[config.mk]
export PLATFORM = sky130hd
export DESIGN_NAME = vend_dispense_ctrl_flat
export DESIGN_NICKNAME = d
export VERILOG_FILES = /design/src/rtl/vend_pkg.sv /design/src/rtl/vend_dispense_ctrl_if.sv /design/src/rtl/vend_hs_port.sv /design/src/rtl/vend_dispense_ctrl.sv /design/src/flat_wrapper.sv
export SDC_FILE = /design/constraint.sdc
export NUM_CORES = 1
export LEC_CHECK = 0
export CORE_MARGIN = 3
export CORE_UTILIZATION = 56
export DETAILED_ROUTE_END_ITERATION = 16
export HOLD_SLACK_MARGIN = 0.06
export PLACE_DENSITY_LB_ADDON = 0.25
export SLEW_MARGIN = 20
export SYNTH_ARGS = -nofsm -noshare
export SYNTH_HDL_FRONTEND = slang
export SYNTH_HIERARCHICAL = 1
export SYNTH_SLANG_ARGS = --single-unit
[constraint.sdc]
create_clock -name clk -period 3 [get_ports clk]
set_input_delay 0.6 -clock clk [delete_from_list [all_inputs] [get_ports clk]]
set_output_delay 0.6 -clock clk [all_outputs]
set_load 0.01 [all_outputs]
[src/rtl/vend_pkg.sv]
// Shared definitions for the vending dispense controller.
// Holds the top-level state encoding, the handshake-port phase encoding,
// the coin unit values, the credit width, the debug struct exported by the
// top, and the LED thermometer helper.
package vend_pkg;

    // Credit register width, in 0.5 units.
    localparam int CREDIT_W = 4;

    // Coin values in 0.5 units.
    localparam logic [2:0] UNIT05 = 3'd1;
    localparam logic [2:0] UNIT10 = 3'd2;

    // Controller states.
    localparam logic [2:0] ST_IDLE    = 3'd0;
    localparam logic [2:0] ST_COLLECT = 3'd1;
    localparam logic [2:0] ST_DROP    = 3'd2;
    localparam logic [2:0] ST_CHANGE  = 3'd3;
    localparam logic [2:0] ST_REFUND  = 3'd4;
    localparam logic [2:0] ST_DONE    = 3'd5;
    localparam logic [2:0] ST_FAULT   = 3'd6;

    // 4-phase master phases.
    localparam logic [1:0] HS_IDLE     = 2'd0;
    localparam logic [1:0] HS_WAIT_LOW = 2'd1;
    localparam logic [1:0] HS_REQ      = 2'd2;
    localparam logic [1:0] HS_REL      = 2'd3;

    typedef struct packed {
        logic [2:0] state;
        logic [1:0] drop_phase;
        logic [1:0] chg_phase;
        logic       drop_ack_hi;
        logic       chg_ack_hi;
    } vend_dbg_t;

    // Thermometer code: bit i lit when credit > i, saturating at 0xFF.
    function automatic logic [7:0] thermo8(input logic [CREDIT_W-1:0] c);
        logic [7:0] t;
        t = 8'h00;
        for (int i = 0; i < 8; i++) begin
            if (c > CREDIT_W'(i)) t[i] = 1'b1;
        end
        return t;
    endfunction

endpackage

[src/rtl/vend_dispense_ctrl_if.sv]
// Actuator handshake bundle between the dispense controller and the
// can dispenser / coin hopper.
//   drop_req/drop_ack : can-dispense request and acknowledge
//   chg_req/chg_ack   : return-one-0.5-coin request and acknowledge
// Handshake semantics (both pairs): 4-phase. The master raises req only
// while ack is low, holds req until it samples ack high, drops req on the
// following cycle, and the transfer is complete when it then samples ack
// low. The slave raises ack in response to req and lowers it after req
// falls. At most one req of the bundle is high at any time.
interface vend_dispense_ctrl_if;
    logic drop_req;
    logic drop_ack;
    logic chg_req;
    logic chg_ack;

    modport master (
        output drop_req,
        input  drop_ack,
        output chg_req,
        input  chg_ack
    );

    modport slave (
        input  drop_req,
        output drop_ack,
        input  chg_req,
        output chg_ack
    );
endinterface

[src/rtl/vend_hs_port.sv]
// One 4-phase req/ack master.
//   clk, rst_n : clock, asynchronous active-low reset
//   start      : one-cycle pulse, begin a transfer (ignored unless idle)
//   ack        : slave acknowledge level
//   req        : registered request to the slave
//   ack_hi     : high in the cycle where ack is sampled high with req up
//   done       : high in the cycle where the final ack-low is sampled
//   timeout    : high in the cycle a wait on an ack level expires
//   phase      : current phase, for debug
// ack_hi, done and timeout are combinational so the owner reacts on the
// same clock edge the port acts on.
module vend_hs_port
    import vend_pkg::*;
#(
    parameter int ACK_TO_CYC = 50_000_000
) (
    input  logic       clk,
    input  logic       rst_n,
    input  logic       start,
    input  logic       ack,
    output logic       req,
    output logic       ack_hi,
    output logic       done,
    output logic       timeout,
    output logic [1:0] phase
);
    localparam int TW = $clog2(ACK_TO_CYC + 1);

    logic [TW-1:0] wait_cnt;
    logic          satisfied;
    logic          expired;

    always_comb begin
        satisfied = 1'b0;
        case (phase)
            HS_WAIT_LOW: satisfied = !ack;
            HS_REQ:      satisfied = ack;
            HS_REL:      satisfied = !ack;
            default:     satisfied = 1'b0;
        endcase
        expired = (wait_cnt == TW'(ACK_TO_CYC - 1));
        ack_hi  = (phase == HS_REQ) && ack;
        done    = (phase == HS_REL) && !ack;
        timeout = (phase != HS_IDLE) && !satisfied && expired;
    end

    always_ff @(posedge clk or negedge rst_n) begin
        if (!rst_n) begin
            phase    <= HS_IDLE;
            req      <= 1'b0;
            wait_cnt <= '0;
        end else if (timeout) begin
            phase    <= HS_IDLE;
            req      <= 1'b0;
            wait_cnt <= '0;
        end else begin
            case (phase)
                HS_IDLE: begin
                    wait_cnt <= '0;
                    if (start) begin
                        // Skip the low-wait when ack is already idle.
                        if (!ack) begin
                            req   <= 1'b1;
                            phase <= HS_REQ;
                        end else begin
                            phase <= HS_WAIT_LOW;
                        end
                    end
                end
                HS_WAIT_LOW: begin
                    if (!ack) begin
                        req      <= 1'b1;
                        phase    <= HS_REQ;
                        wait_cnt <= '0;
                    end else begin
                        wait_cnt <= wait_cnt + 1'b1;
                    end
                end
                HS_REQ: begin
                    if (ack) begin
                        req      <= 1'b0;
                        phase    <= HS_REL;
                        wait_cnt <= '0;
                    end else begin
                        wait_cnt <= wait_cnt + 1'b1;
                    end
                end
                HS_REL: begin
                    if (!ack) begin
                        phase    <= HS_IDLE;
                        wait_cnt <= '0;
                    end else begin
                        wait_cnt <= wait_cnt + 1'b1;
                    end
                end
                default: phase <= HS_IDLE;
            endcase
        end
    end
endmodule

[src/rtl/vend_dispense_ctrl.sv]
// Vending dispense controller: accumulates coin credit, drives the can
// dispenser once the price is reached, pays change / refunds one 0.5 coin
// per hopper handshake, and drives the 8-LED credit display.
//   clk, rst_n      : clock, asynchronous active-low reset
//   coin05, coin10  : one-cycle coin-accepted pulses (0.5 / 1.0 units)
//   cancel          : one-cycle refund request
//   hs              : dispenser and hopper 4-phase handshakes (master side)
//   credit          : current credit in 0.5 units
//   coin_rej        : one-cycle pulse, a coin arrived while not accepting
//   vend_done       : high while the DONE indication is shown
//   fault           : sticky, an acknowledge timed out
//   led             : registered display
//   dbg             : state and handshake phases for observation
module vend_dispense_ctrl
    import vend_pkg::*;
#(
    parameter int PRICE       = 5,
    parameter int IDLE_TO_CYC = 250_000_000,
    parameter int ACK_TO_CYC  = 50_000_000,
    parameter int DONE_CYC    = 25_000_000
) (
    input  logic                clk,
    input  logic                rst_n,
    input  logic                coin05,
    input  logic                coin10,
    input  logic                cancel,
    vend_dispense_ctrl_if.master hs,
    output logic [CREDIT_W-1:0] credit,
    output logic                coin_rej,
    output logic                vend_done,
    output logic                fault,
    output logic [7:0]          led,
    output vend_dbg_t           dbg
);
    // Highest credit is PRICE-1 plus a simultaneous 0.5+1.0 pulse.
    if (PRICE + 2 > (2 ** CREDIT_W) - 1) begin : g_price_check
        $error("PRICE too large for the credit register");
    end

    localparam int IW        = $clog2(IDLE_TO_CYC + 1);
    localparam int DW        = $clog2(DONE_CYC + 1);
    localparam int BLINK_CYC = (DONE_CYC / 4 > 0) ? DONE_CYC / 4 : 1;
    localparam int BW        = $clog2(BLINK_CYC + 1);
    localparam logic [CREDIT_W-1:0] PRICE_C   = CREDIT_W'(PRICE);
    localparam logic [CREDIT_W:0]   PRICE_EXT = (CREDIT_W + 1)'(PRICE);

    logic [2:0]          state;
    logic [IW-1:0]       idle_cnt;
    logic [DW-1:0]       done_cnt;
    logic [BW-1:0]       blink_cnt;
    logic                blink_ph;
    logic                drop_start, chg_start;
    logic                drop_ack_hi, drop_done, drop_to;
    logic                chg_ack_hi, chg_done, chg_to;
    logic [1:0]          drop_phase, chg_phase;
    logic [2:0]          coin_v;
    logic [CREDIT_W:0]   credit_sum;
    logic                accepting;

    always_comb begin
        coin_v     = (coin05 ? UNIT05 : 3'd0) + (coin10 ? UNIT10 : 3'd0);
        credit_sum = {1'b0, credit} + (CREDIT_W + 1)'(coin_v);
        accepting  = (state == ST_IDLE) || (state == ST_COLLECT);
    end

    vend_hs_port #(.ACK_TO_CYC(ACK_TO_CYC)) u_drop (
        .clk     (clk),
        .rst_n   (rst_n),
        .start   (drop_start),
        .ack     (hs.drop_ack),
        .req     (hs.drop_req),
        .ack_hi  (drop_ack_hi),
        .done    (drop_done),
        .timeout (drop_to),
        .phase   (drop_phase)
    );

    vend_hs_port #(.ACK_TO_CYC(ACK_TO_CYC)) u_chg (
        .clk     (clk),
        .rst_n   (rst_n),
        .start   (chg_start),
        .ack     (hs.chg_ack),
        .req     (hs.chg_req),
        .ack_hi  (chg_ack_hi),
        .done    (chg_done),
        .timeout (chg_to),
        .phase   (chg_phase)
    );

    always_ff @(posedge clk or negedge rst_n) begin
        if (!rst_n) begin
            state      <= ST_IDLE;
            credit     <= '0;
            idle_cnt   <= '0;
            drop_start <= 1'b0;
            chg_start  <= 1'b0;
            coin_rej   <= 1'b0;
        end else begin
            drop_start <= 1'b0;
            chg_start  <= 1'b0;
            coin_rej   <= !accepting && (coin_v != 3'd0);
            case (state)
                ST_IDLE: begin
                    idle_cnt <= '0;
                    if (coin_v != 3'd0) begin
                        credit <= CREDIT_W'(coin_v);
                        state  <= ST_COLLECT;
                    end
                end
                ST_COLLECT: begin
                    credit <= credit_sum[CREDIT_W-1:0];
                    if (coin_v != 3'd0) idle_cnt <= '0;
                    else                idle_cnt <= idle_cnt + 1'b1;
                    // Reaching the price wins over a same-cycle cancel.
                    if (credit_sum >= PRICE_EXT) begin
                        state      <= ST_DROP;
                        drop_start <= 1'b1;
                    end else if (cancel ||
                                 (coin_v == 3'd0 && idle_cnt == IW'(IDLE_TO_CYC - 1))) begin
                        state     <= ST_REFUND;
                        chg_start <= 1'b1;
                    end
                end
                ST_DROP: begin
                    if (drop_to) begin
                        state <= ST_FAULT;
                    end else if (drop_done) begin
                        if (credit > PRICE_C) begin
                            credit    <= credit - PRICE_C;
                            state     <= ST_CHANGE;
                            chg_start <= 1'b1;
                        end else begin
                            credit <= '0;
                            state  <= ST_DONE;
                        end
                    end
                end
                ST_CHANGE, ST_REFUND: begin
                    if (chg_to) begin
                        state <= ST_FAULT;
                    end else begin
                        if (chg_ack_hi) credit <= credit - 1'b1;
                        // ack_hi always precedes done, so credit is current here.
                        if (chg_done) begin
                            if (credit == '0)
                                state <= (state == ST_CHANGE) ? ST_DONE : ST_IDLE;
                            else
                                chg_start <= 1'b1;
                        end
                    end
                end
                ST_DONE: begin
                    if (done_cnt == DW'(DONE_CYC - 1)) state <= ST_IDLE;
                end
                ST_FAULT: begin
                end
                default: state <= ST_IDLE;
            endcase
        end
    end

    // DONE hold timer and LED blink phase, restarted on every DONE entry.
    always_ff @(posedge clk or negedge rst_n) begin
        if (!rst_n) begin
            done_cnt  <= '0;
            blink_cnt <= '0;
            blink_ph  <= 1'b0;
        end else if (state != ST_DONE) begin
            done_cnt  <= '0;
            blink_cnt <= '0;
            blink_ph  <= 1'b0;
        end else begin
            done_cnt <= done_cnt + 1'b1;
            if (blink_cnt == BW'(BLINK_CYC - 1)) begin
                blink_cnt <= '0;
                blink_ph  <= ~blink_ph;
            end else begin
                blink_cnt <= blink_cnt + 1'b1;
            end
        end
    end

    always_ff @(posedge clk or negedge rst_n) begin
        if (!rst_n) begin
            led <= 8'h00;
        end else begin
            case (state)
                ST_COLLECT, ST_DROP, ST_CHANGE, ST_REFUND: led <= thermo8(credit);
                ST_DONE:  led <= blink_ph ? 8'h0F : 8'hF0;
                ST_FAULT: led <= 8'hFF;
                default:  led <= 8'h00;
            endcase
        end
    end

    always_comb begin
        vend_done       = (state == ST_DONE);
        fault           = (state == ST_FAULT);
        dbg.state       = state;
        dbg.drop_phase  = drop_phase;
        dbg.chg_phase   = chg_phase;
        dbg.drop_ack_hi = drop_ack_hi;
        dbg.chg_ack_hi  = chg_ack_hi;
    end
endmodule

[src/flat_wrapper.sv]
// flat-port wrapper written by rule: the top's interface ports become plain ports
module vend_dispense_ctrl_flat import vend_pkg::*;
#(
    parameter int PRICE       = 5,
    parameter int IDLE_TO_CYC = 250_000_000,
    parameter int ACK_TO_CYC  = 50_000_000,
    parameter int DONE_CYC    = 25_000_000
)
  (clk, rst_n, coin05, coin10, cancel, credit, coin_rej, vend_done, fault, led, dbg, hs_drop_req, hs_drop_ack, hs_chg_req, hs_chg_ack);
  vend_dispense_ctrl_if hs_i ();
  input  logic clk;
  input  logic rst_n;
  input  logic coin05;
  input  logic coin10;
  input  logic cancel;
  output logic [CREDIT_W-1:0] credit;
  output logic coin_rej;
  output logic vend_done;
  output logic fault;
  output logic [7:0] led;
  output vend_dbg_t dbg;
  output wire logic [$bits(hs_i.drop_req)-1:0] hs_drop_req;
  input wire logic [$bits(hs_i.drop_ack)-1:0] hs_drop_ack;
  output wire logic [$bits(hs_i.chg_req)-1:0] hs_chg_req;
  input wire logic [$bits(hs_i.chg_ack)-1:0] hs_chg_ack;
  assign hs_drop_req = hs_i.drop_req;
  assign hs_i.drop_ack = hs_drop_ack;
  assign hs_chg_req = hs_i.chg_req;
  assign hs_i.chg_ack = hs_chg_ack;
  vend_dispense_ctrl #(.PRICE(PRICE), .IDLE_TO_CYC(IDLE_TO_CYC), .ACK_TO_CYC(ACK_TO_CYC), .DONE_CYC(DONE_CYC)) u_core (.clk(clk), .rst_n(rst_n), .coin05(coin05), .coin10(coin10), .cancel(cancel), .hs(hs_i), .credit(credit), .coin_rej(coin_rej), .vend_done(vend_done), .fault(fault), .led(led), .dbg(dbg));
endmodule
==> key figures, run 1 <==
Power
  • Power density over the cells: roughly 700 nW/um2
  • Power Internal: roughly 4.5 mW
  • Switching part of the total: about a third
  • Overall power of the completed layout: slightly below 7 mW
  • Leakage power summed over all cells: about 4.0 nW
  • Fraction of power consumed by sequential logic: 35.5%
  • Switching power total: approximately 2.4 mW
  • Fraction of power consumed by the clock network: a little under a third
  • Combinational power share: between 30% and 40%
  • Peak ir drop on the vdd network: 0.441 mV

Detailed routing
  • DRT iter0 DRCs: around 500
  • Vias per Instance: between 5 and 6
  • Final antenna-violating net count: 0
  • Wire length per cell: about 15 um
  • # DRC: 0
  • Total number of vias: between 6000 and 7000
  • First drt pass iteration count: 5
  • Post-Route WL: roughly 18000 um

Placement
  • Port buffer count: 32
  • Detailed placer's ending HPWL: approximately 12000 um
  • Routability congestion estimate from global placement: 0.870

Clock tree
  • Root buf cell: sky130_fd_sc_hd__clkbuf_16
  • CTS sink cnt: between 150 and 200
  • Number of buffers added by the clock tree synthesis step: 17
  • CTS tree: built
  • Clock latency reported for the late side of the worst-skew pair: about 0.42 ns
  • Number of H-tree branching levels: 4
  • Hold Buf Count CTS: 0
  • Clock transition at the registers of the reported paths: about 0.060 ns
  • CTS resizes: 0
  • Postcts setup bufs: 0
  • Worst-case clock buffer depth: 2

Synth
  • Distinct cell type count of the synthesized netlist: 79
  • Yosys synthesis warning count: 6
  • Nets in the synthesized netlist: between 900 and 1000
  • Largest family of logic cells by synthesized area: simple AND/OR/NAND/NOR gates
  • Share of flip-flops with an asynchronous set or reset: 100%
  • EDFF count, synth: 0
  • Post-Synth XOR/XNOR Area: 9.17%
  • Gate count of the mapped netlist: approximately 940
  • Simple-gate area share of the yosys netlist: 27.2%
  • Share of cell area taken by muxes after synthesis: less than 1%
  • Post-Synth Adder-Cell Area: about 3.4%
  • Compound-Gate Fraction of Synth Area: between 10% and 20%
  • Share of synthesized area occupied by flip-flops and latches: approximately 45%
  • Prevailing post-synth register cell: sky130_fd_sc_hd__dfrtp_1
  • Synthesized cell area: roughly 8600 um2
  • Synth Area per Inst: roughly 9 um2
  • Number of storage elements in the synthesis netlist: 153

STA
  • Clock Skew: about 0.0095 ns
  • Least-Margin Pin Slew: 0.802 ns
  • Final Slew Violations: 0
  • Slew Limit Headroom: 46.4%
  • Unrepaired setup endpoints after global routing: false
  • Fmax: around 360 MHz
  • Final cycle utilization of the critical path: 92.6%
  • Setup_tns: 0 ns
  • Total count of hold-check failures in the final report: 0
  • Final count of negative-setup-slack endpoints: 0
  • Minimum clock period after layout: ~2.8 ns

Status
  • Outcome: finished, final reports clean

Worst setup path
  • Largest stage delay, worst path: 0.47 ns
  • Critical-path cell list: inv_1 -> ha_1 -> nor3b_1 -> nand4_1 -> nor4_4 -> nor2_1 -> o221ai_1 -> o31a_1 -> o221ai_2 -> mux2_2
  • Max FO, Critical Path: 7
  • CP delay by family, top: simple AND/OR/NAND/NOR gates
  • Critical Path AT: roughly 3.1 ns
  • Category of the critical setup timing path: flop to flop
  • Buffers plus inverters on the worst setup path: 1
  • Critical Path End Type: flop
  • Cell type of the slowest stage on the worst timing path: sky130_fd_sc_hd__nor4_4
  • Setup crit start kind: flop
  • Required @ worst endpoint: roughly 3.3 ns

Global route
  • Remaining global-route overflow: 0
  • Initial antenna violation count: 0
  • Global-route wire length before repair: 31000 um
  • Number of global-route vias before repair: 6579
  • Largest net degree at the start of global routing: 61
  • Global-route usage over all layers: around 22%

Floorplan
  • Height of the die: roughly 130 um
  • Area enclosed by the die boundary: between 15000 and 20000 um2
  • Area of the core: roughly 15000 um2
  • FP Rows: between 40 and 50
  • Die Width: roughly 130 um
  • Initial cell density of the core: about three fifths
  • Ports placed on the boundary: 33

Hold path
  • Path class of the lowest-slack min-delay path: input pin to asynchronous set/reset pin

Cells and area
  • Fill cell total of the finished layout: 1198
  • Share of cells above drive strength 1: under 10%
  • Net count, final: about 1000
  • Signed area change from the synthesized netlist to the final layout: 13.8%
  • Number of antenna cells inserted: 0

Job
  • Number of max-capacitance violations reported: 0
[final timing paths]
path	startpoint	end	slack [ns]	cells past startpoint
max	u_core/u_drop/phase[0]$_DFFE_PN0P_	u_core/state[2]$_DFFE_PN0P_	0.22	10
min in group clk	u_core/done_cnt[0]$_DFF_PN0_	u_core/done_cnt[0]$_DFF_PN0_	0.48	1
max reg2reg	u_core/u_drop/phase[0]$_DFFE_PN0P_	u_core/state[2]$_DFFE_PN0P_	0.22	10
min reg2reg	u_core/done_cnt[0]$_DFF_PN0_	u_core/done_cnt[0]$_DFF_PN0_	0.48	1
min	rst_n	u_core/u_chg/wait_cnt[2]$_DFF_PN0_	0.16	1
max in group asynchronous	rst_n	u_core/done_cnt[13]$_DFF_PN0_	2.20	2
[per-stage QoR]
stage                     utilization [%]  setup slack [ns]  instance area [um2]  cells  hold slack (ns)
after floorplan                         -             0.156                 8590    937            0.304
after global placement               62.4            -0.101                 9200   1147            0.464
after detailed placement             62.4            -0.109                 9200   1147            0.479
after CTS                            66.3             0.228                 9780   1179            0.169
after global routing                 66.3           0.00459                 9780   1179            0.186
final                                66.3             0.222                 9780   1179            0.156
[cell families after synthesis]
family / Yosys count
multiplexers: 6
AND/OR/NAND/NOR: 446
flip-flops: 153
XOR/XNOR: 90
buffers and inverters: 72
AO/OA/AOI/OAI: 147
adder cells (fa/ha/maj): 23
[area by class of cell]
cell class	count	area, um2	share of cell area (%)
well taps	184	230	2.35
clock buffers	23	458	4.68
clock inverters	9	119	1.22
multi-input cells	712	4410	45.1
flip-flops and latches	153	3830	39.2
inverters	33	124	1.27
repair buffers	65	607	6.21
[power groups by stage]
stage                     clock [mW]  sequential [mW]  combinational (mW)
after floorplan                    0             2.47                1.51
after global placement             0             2.46                2.25
after detailed placement           0             2.46                2.28
after CTS                       2.14             2.43                2.30
after global routing            2.23             2.46                2.55
final                           2.09             2.43                2.31
[per-layer routing]
| metal | share of wire (%) | global-route usage (%) |
|---|---|---|
| met4 | 0.87 | 5.26 |
| met2 | 48 | 36.3 |
| met5 | 0 | 0 |
| met1 | 47 | 30.7 |
| met3 | 4.1 | 4.79 |
[cells in the mapped netlist (all sizes together) (6+ instances only)]
cell / instances / area, um2
nor2: 140 / 526
o21ai: 49 / 245
nand2: 81 / 312
o211ai: 7 / 52.6
or3: 9 / 56.3
ha: 21 / 263
a21oi: 28 / 140
nand2b: 7 / 43.8
o22ai: 6 / 37.5
a31oi: 14 / 87.6
and3: 19 / 120
nor3: 23 / 115
nand3: 55 / 280
xor2: 47 / 412
nand4: 30 / 194
and4: 15 / 135
clkbuf: 25 / 95.1
inv: 33 / 124
nor4: 22 / 189
xnor2: 43 / 377
dfrtp: 153 / 3830
buf: 14 / 139
nor2b: 8 / 50.1
or4: 7 / 52.6
[cell usage in the layout, fill, tap and decap left out, drive strengths merged, types with 6 or more instances in the layout]
cell type	Yosys	layout
dfrtp	153	153
nor2	140	140
nand2	81	81
nand3	55	55
o21ai	49	49
xor2	47	47
xnor2	43	43
buf	14	34
inv	33	33
clkdlybuf4s50	0	31
nand4	30	30
a21oi	28	28
nor3	23	23
clkbuf	25	23
nor4	22	22
ha	21	21
and3	19	19
and4	15	15
a31oi	14	14
or3	9	9
nor2b	8	8
o211ai	7	7
nand2b	7	7
or4	7	7
o22ai	6	6
[flip-flops by register name, indices dropped and copies added, names as in the netlist, 2 cells and up]
signal                  count
u_core/idle_cnt            28
u_core/u_drop/phase         2
u_core/u_chg/phase          2
u_core/credit               4
u_core/u_drop/wait_cnt     26
u_core/blink_cnt           23
u_core/u_chg/wait_cnt      26
u_core/done_cnt            25
u_core/state                3
u_core/led                  8
(Power assumes the default switching activity.)
==> run 2: changes to the inputs <==
--- a/config.mk
+++ b/config.mk
@@ -5,6 +5,7 @@
 export SDC_FILE = /design/constraint.sdc
 export NUM_CORES = 1
 export LEC_CHECK = 0
+export ABC_CLOCK_PERIOD_IN_PS = 3000
 export CORE_MARGIN = 3
 export CORE_UTILIZATION = 56
 export DETAILED_ROUTE_END_ITERATION = 16
==> results of run 2 <==
No change in the layout: final DEF, timing and power equal those of run 1.
